## src/rtl/text_console_ctrl.sv

```systemverilog
// Tile RAM write controller: char stream in, cursor tracking, full-screen clear; 1-cycle registered write.
// Ready drops during CLEAR and on a pending clear request. Optional: CONSOLE_AUTOCLEAR_EN clears after reset.
module text_console_ctrl #(
    parameter int         COLS       = 80,
    parameter int         ROWS       = 30,
    parameter logic [6:0] SPACE_CHAR = 7'h20
) (
    input  logic        clk,
    input  logic        reset,
    input  logic        char_valid,
    input  logic [6:0]  char_data,
    output logic        char_ready,
    input  logic        clr_req,
    output logic        ram_we,
    output logic [11:0] ram_addr,
    output logic [6:0]  ram_din,
    output logic [6:0]  cur_x,
    output logic [4:0]  cur_y,
    output logic        busy
);

    localparam logic [6:0] X_MAX = 7'(COLS - 1);
    localparam logic [4:0] Y_MAX = 5'(ROWS - 1);

    localparam logic [6:0] CODE_BS = 7'h08;
    localparam logic [6:0] CODE_LF = 7'h0A;
    localparam logic [6:0] CODE_CR = 7'h0D;

    typedef enum logic {IDLE, CLEAR} state_t;

    state_t     state;
    logic [6:0] cx;
    logic [4:0] cy;
    logic       start_pending;
    logic       take;
    logic       printable;
    logic       x_last;
    logic [4:0] y_inc;

`ifdef CONSOLE_AUTOCLEAR_EN
    // Set by reset, consumed by the first edge: forces an initial clear.
    logic first_cyc;
    assign start_pending = first_cyc;
`else
    assign start_pending = 1'b0;
`endif

    assign char_ready = (state == IDLE) & ~clr_req & ~start_pending;
    assign take       = char_valid & char_ready;
    assign printable  = (char_data >= 7'h20) && (char_data <= 7'h7E);
    assign x_last     = (cur_x == X_MAX);
    assign y_inc      = (cur_y == Y_MAX) ? 5'd0 : cur_y + 5'd1;

    always_ff @(posedge clk or posedge reset) begin
        if (reset) begin
            state    <= IDLE;
            ram_we   <= 1'b0;
            ram_addr <= 12'd0;
            ram_din  <= 7'd0;
            cur_x    <= 7'd0;
            cur_y    <= 5'd0;
            busy     <= 1'b0;
            cx       <= 7'd0;
            cy       <= 5'd0;
`ifdef CONSOLE_AUTOCLEAR_EN
            first_cyc <= 1'b1;
`endif
        end else begin
            ram_we <= 1'b0;
            case (state)
                IDLE: begin
                    if (clr_req || start_pending) begin
                        state <= CLEAR;
                        busy  <= 1'b1;
                        cx    <= 7'd0;
                        cy    <= 5'd0;
`ifdef CONSOLE_AUTOCLEAR_EN
                        first_cyc <= 1'b0;
`endif
                    end else if (take) begin
                        if (printable) begin
                            ram_we   <= 1'b1;
                            ram_addr <= {cur_y, cur_x};
                            ram_din  <= char_data;
                            if (x_last) begin
                                cur_x <= 7'd0;
                                cur_y <= y_inc;
                            end else begin
                                cur_x <= cur_x + 7'd1;
                            end
                        end else if (char_data == CODE_CR) begin
                            cur_x <= 7'd0;
                        end else if (char_data == CODE_LF) begin
                            cur_y <= y_inc;
                        end else if (char_data == CODE_BS && cur_x != 7'd0) begin
                            // Erase lands on the cell the cursor moves back onto.
                            cur_x    <= cur_x - 7'd1;
                            ram_we   <= 1'b1;
                            ram_addr <= {cur_y, cur_x - 7'd1};
                            ram_din  <= SPACE_CHAR;
                        end
                    end
                end
                CLEAR: begin
                    ram_we   <= 1'b1;
                    ram_addr <= {cy, cx};
                    ram_din  <= SPACE_CHAR;
                    if (cx == X_MAX) begin
                        cx <= 7'd0;
                        if (cy == Y_MAX) begin
                            state <= IDLE;
                            busy  <= 1'b0;
                            cur_x <= 7'd0;
                            cur_y <= 5'd0;
                        end else begin
                            cy <= cy + 5'd1;
                        end
                    end else begin
                        cx <= cx + 7'd1;
                    end
                end
                default: state <= IDLE;
            endcase
        end
    end

endmodule

```

## config.mk

```make
export PLATFORM = sky130hd
export DESIGN_NAME = text_console_ctrl
export DESIGN_NICKNAME = d
export VERILOG_FILES = /design/src/rtl/text_console_ctrl.sv
export SDC_FILE = /design/constraint.sdc
export NUM_CORES = 1
export LEC_CHECK = 0
export ABC_AREA = 1
export BUFFER_PORTS_ARGS = -buffer_cell sky130_fd_sc_hd__buf_4
export CORE_ASPECT_RATIO = 0.5
export CORE_UTILIZATION = 59
export CTS_BUF_LIST = sky130_fd_sc_hd__clkbuf_2 sky130_fd_sc_hd__clkbuf_4 sky130_fd_sc_hd__clkbuf_8
export CTS_CLUSTER_SIZE = 14
export DETAILED_ROUTE_END_ITERATION = 16
export PLACE_DENSITY = 0.82
export SLEW_MARGIN = 0
export SYNTH_ARGS = -nofsm -noshare
export SYNTH_HDL_FRONTEND = slang
export SYNTH_SLANG_ARGS = --single-unit
```

## constraint.sdc

```tcl
create_clock -name clk -period 2.16 [get_ports clk]
set_clock_uncertainty 0.05 [all_clocks]
set_input_delay 0.216 -clock clk [delete_from_list [all_inputs] [get_ports clk]]
set_output_delay 0.216 -clock clk [all_outputs]
set_load 0.005 [all_outputs]
```

## Word level (Yosys, flattened, before mapping)

Index checks and enable logic that the tools add are counted.

- Bits in registers: 46
- Output and inout port bits: 34

- Add/sub/neg operators: 5
- $lt $le $gt $ge: 2
- Eq/ne operators: 20
- Mux-type cells: 56
- Bitwise operators: 4
- Reduce and logical (&&, ||, !) cells: 8

Operators with widths:

| kind | number |
|---|---|
| $mux W7 | 17 |
| $mux W12 | 6 |
| $mux W5 | 12 |
| $pmux W7 S2 | 3 |
| $pmux W12 S2 | 1 |
| $eq A7 B4 Y1 const B | 3 |
| $pmux W5 S2 | 2 |
| $add A7 B1 Y7 const B | 2 |
| $eq A7 B7 Y1 const B | 2 |
| $mux W1 | 12 |
| $add A5 B1 Y5 const B | 2 |
| $eq A5 B5 Y1 const B | 2 |
| $ne A3 B3 Y1 const B | 3 |
| $ne A2 B2 Y1 const B | 4 |
| $ge A7 B6 Y1 const B | 1 |
| $le A7 B7 Y1 const B | 1 |
| $reduce_and A7 Y1 | 1 |
| $reduce_bool A7 Y1 | 1 |
| $sub A7 B1 Y7 const B | 1 |
| $ne A3 B2 Y1 const B | 2 |
| $pmux W1 S2 | 3 |
| $reduce_and A3 Y1 | 2 |
| $reduce_and A6 Y1 | 1 |
| $reduce_and A5 Y1 | 1 |
| 6 further kinds | 10 |

## Logic depth before layout (Yosys ltp)

- Depth after elaboration: 9
- Mapped depth: 13
- Gate-level depth less buffers: 12

## Worst setup path after synthesis

No wires, ideal clock.

- Path type: flip-flop to flip-flop
- Start: register cur_x[0]
- End: register ram_din[0]
- Setup time: 0.118 ns
- Data arrival time: 1.452 ns
- Setup slack: 0.541 ns
- Cell stages (with the launch flop): 13
- Buffers on the path: 1
- Clock period less this slack: 1.619 ns
- Path through: dfrtp_1 > inv_1 > ha_1 > inv_1 > nor2_1 > nand3_1 > nand2_1 > nand2_2 > nand2_2 > nand2_4 > buf_2 > nand3_1 > nand2_1

- Cells in the longest elaborated chain, start to end: 4

RTL lines:

| element | RTL line | text |
|---|---|---|
| start, declared | 17 | `output logic [6:0] cur_x,` |
| start signal, assigned | 89 | `cur_x <= cur_x + 7'd1;` |
| start signal, assigned | 97 | `cur_x <= cur_x - 7'd1;` |
| $reduce_bool A7 Y1 | 95 | `end else if (char_data == CODE_BS && cur_x != 7'd0) begin` |
| $logic_and A1 B1 Y1 | 95 |  |
| $ne A3 B2 Y1 (no line) | - |  |
| $reduce_and A5 Y1 (no line) | - |  |
| end signal, assigned | 84 | `ram_din <= char_data;` |
| end, declared | 16 | `output logic [6:0] ram_din,` |

No other way between the ends.
A chain may end at the register's enable or synchronous reset.

## Final worst setup path

- Start: register cur_x[0]
- End: register ram_addr[7]

- Cells in the longest elaborated chain, start to end: 4

RTL lines:

| element | RTL line | text |
|---|---|---|
| $reduce_bool A7 Y1 | 95 |  |
| $logic_and A1 B1 Y1 | 95 |  |
| $ne A3 B2 Y1 (no line) | - |  |
| $reduce_and A5 Y1 (no line) | - |  |
| end signal, assigned | 83 | `ram_addr <= {cur_y, cur_x};` |
| end signal, assigned | 99 | `ram_addr <= {cur_y, cur_x - 7'd1};` |
| end signal, assigned | 106 | `ram_addr <= {cy, cx};` |
| end, declared | 15 | `output logic [11:0] ram_addr,` |

No other way between the ends.

==> metrics.md <==
| Metric | Value |
|---|---|
| Async SR Flop Fraction | 100% |
| Worst Path Arrival | 2.14 ns |
| Post-CTS setup buffer count | 0 |
| CTS tree | done |
| Sum of negative setup slack | 0 ns |
| Estimated wirelength of the detail-placed design | 5340 um |
| Crit path required time | 2.34 ns |
| Crit end category | flop |
| Total power per unit cell area | approximately 740 nW/um2 |
| Die area | roughly 5300 um2 |
| Post-route cell area | around 3400 um2 |
| DR pass1 iterations | 5 |
| Final-stage net count | around 470 |
| Reg2Reg Setup Slack | 0.21 ns |
| Tcrit/Tclk final | 90.5% |
| Synth Area in Simple Gates | a little over a third |
| WHS Endpoint | ram_din[0]$_DFFE_PP0P_ |
| Die Ht | 51.8 um |
| Row count | 17 |
| Setup violations, final | 0 |
| Worst hold path type | in2reg |
| Overflow left after global routing | 0 |
| Critical Path Source Type | flop |
| CTS Buffer Depth | 2 |
| Final hold violations | 0 |
| Register area share after synthesis | 39.4% |
| Post-Synthesis Cells | 411 |
| Worst-Margin Slew | 0.689 ns |
| Yosys reg bits | 46 |
| Initial Utilization | 63.9% |
| Multi-input logic area | between 1500 and 2000 um2 |
| Minimum clock period after layout | 1.95 ns |
| Gp weighted congestion | about 0.91 |
| Cells after DPL | 513 |
| Largest net degree at the start of global routing | 25 |
| DRT iter0 DRCs | approximately 150 |
| Synth Area in Adders | around 3.4% |
| Cells along the critical path | inv_1, ha_1, inv_1, nor2_1, nand3_1, nand2_1, nand2_2, nand2_2, nand2_4, inv_6, nand2_1, o21ai_1 |
| Crit Reg-Reg Startpoint | cur_x[0]$_DFFE_PP0P_ |
| RSZ-0062 raised after global routing | false |
| CTS Sinks | 46 |
| Synth top area share | roughly two fifths |
| Leak | 1.76 nW |
| Cell taking the most area after synthesis | dfrtp_1 |
| Antenna cells | 0 |
| Kind of critical path | reg2reg |
| Die Wd | 101 um |
| XOR/XNOR share of the synthesized area | 3.00% |
| RR Endpoint | ram_addr[7]$_DFFE_PP0P_ |
| Netlist cell types | 33 |
| CP bufs+invs | 3 |
| Worst hold start | char_data[0] |
| Ys flop type | dfrtp_1 |
| Dpl cell area | 3300 um2 |
| Share of cells above drive strength 1 | between 15 and 20% |
| Core Util, Final | 74.4% |
| Main area contributors after synthesis | dfrtp_1 39%, nand2_1 19%, nand3_1 7.7% |
| CP top delay family | simple AND/OR/NAND/NOR gates |
| Synthesized area | 2920 um2 |
| Vias in the first global route | 2507 |
| Finished Layout Cells | 522 |
| GRT Util Overall | 29.9% |
| Area growth syn-to-layout | 16.5% |
| Detail Route Antenna Nets | 0 |
| Syn Nets | 430 |
| Status | finished, final reports clean |
| Max-cap violation count | 0 |
| Initial antenna violation count | 0 |
| Worst r2r path cells | 12 |
| First-pass GRT wire length | 11800 um |
| Number of flops mapped to enable cells by yosys | 0 |
| Clock slew at reported path FFs | 0.09 ns |
| TritonCTS buffer count | 5 |
| Hold path depth | 3 |
| Worst Path Max Fanout | 22 |
| Peak supply drop | 0.000489 V |
| Most common cell after layout, fill and taps aside | nand2_1 |
| Ports | 45 |
| Routed len/inst | 13.8 um |
| CP startpoint | cur_x[0]$_DFFE_PP0P_ |
| Clk_lat worst skew | ~0.30 ns |
| Root Driver | clkbuf_8 |
| Fmax | around 510 MHz |
| CTS H-tree lvls | 2 |
| Crit-path max cell delay | 0.44 ns |
| Routed via count | 2857 |
| Most frequent cells in the layout | 144 x nand2_1, 48 x buf_4, 46 x dfrtp_1 |
| Worst slew margin | 53.8% |
| Post-synthesis compound-gate area fraction | 9.00% |
| Routed vias/inst | 5.47 |
| Largest family of logic cells by synthesized area | simple AND/OR/NAND/NOR gates |
| CP max stage cell | dfrtp_1 |
| Post-synthesis mux area share | 0.343% |
| Drt drc | 0 |
| CORE AREA | 4570 um2 |
| Synth Area per Inst | 7.11 um2 |
| Routed wire length | 7200 um |
| Port Buffers | 44 |
| Slew Limit Fails | 0 |
| Register area | 1150 um2 |
| Final-layout fill cell count | 371 |
| Synth warn | 0 |
-- what timing repair did --
action | in CTS | in global routing
endpoints found under the hold margin | 18 | 0
resized for setup | 0 | 1
setup endpoints to repair | 0 | 1
hold buffers | 1 | 0
-- worst max path at each step --
stage | endpoint | slack (ns) | depth (start not counted)
floorplan | ram_din[0]$_DFFE_PP0P_ | 0.54 | 12
global placement | ram_din[5]$_DFFE_PP0P_ | 0.27 | 12
detailed placement | ram_din[6]$_DFFE_PP0P_ | 0.20 | 12
CTS | ram_addr[7]$_DFFE_PP0P_ | 0.16 | 12
global route | ram_addr[7]$_DFFE_PP0P_ | 0.04 | 12
finish | ram_addr[7]$_DFFE_PP0P_ | 0.21 | 12
-- area by class of cell --
cell class              instances  share of cell area [%]
well taps                      66                    2.43
flip-flops and latches         46                    33.8
clock buffers                   6                    2.24
repair buffers                 50                    11.5
multi-input cells             310                    44.8
clock inverters                 2                   0.405
inverters                      42                    4.78
-- cell usage after synthesis, types with 5 or more instances --
master     n
inv_1     40
nor3_1     5
nand2_1  144
nand3_1   45
o21ai_0   16
o22ai_1    7
nor2_1    37
buf_2      7
xor2_1     8
ha_1       8
dfrtp_1   46
-- sequential cells by signal, indices dropped and copies added, names as in the netlist, 5 cells and up --
name	flops
cur_y	5
ram_din	7
cx	7
cy	5
cur_x	7
ram_addr	12
-- where the power goes --
group / switching, mW / internal [mW] / total [mW]
logic: 0.408 / 0.356 / 0.764
clock network: 0.316 / 0.242 / 0.558
registers: 0.164 / 1.05 / 1.21
-- metrics by stage --
step           hold WS [ns]  power, mW  setup slack [ns]
2_1_floorplan         0.304       1.66             0.541
3_3_place_gp          0.207       1.94             0.268
3_5_place_dp          0.223       1.98             0.204
4_1_cts               0.111       2.53             0.163
5_1_grt               0.120       2.70            0.0446
6_report              0.111       2.53             0.206
-- tightest hold or removal path, delay by kind of cell --
kind          cells  cell delay [ns]
simple gates      2             0.13
buf+inv           1             0.10
-- cell families after synthesis --
family / after synthesis
xor+xnor: 10
fa+ha+maj: 8
mux: 1
buf+inv: 55
simple gates: 249
flops: 46
compound gates: 42
-- layer usage --
layer	track usage, %	vias up	wire, um
met1	41.7	1340	3310
met5	0	-	0
met2	48.6	112	3260
li1	-	1395	-
met3	5.91	10	565
met4	6.28	0	66
No activity file was read; power rests on OpenSTA's default activity.
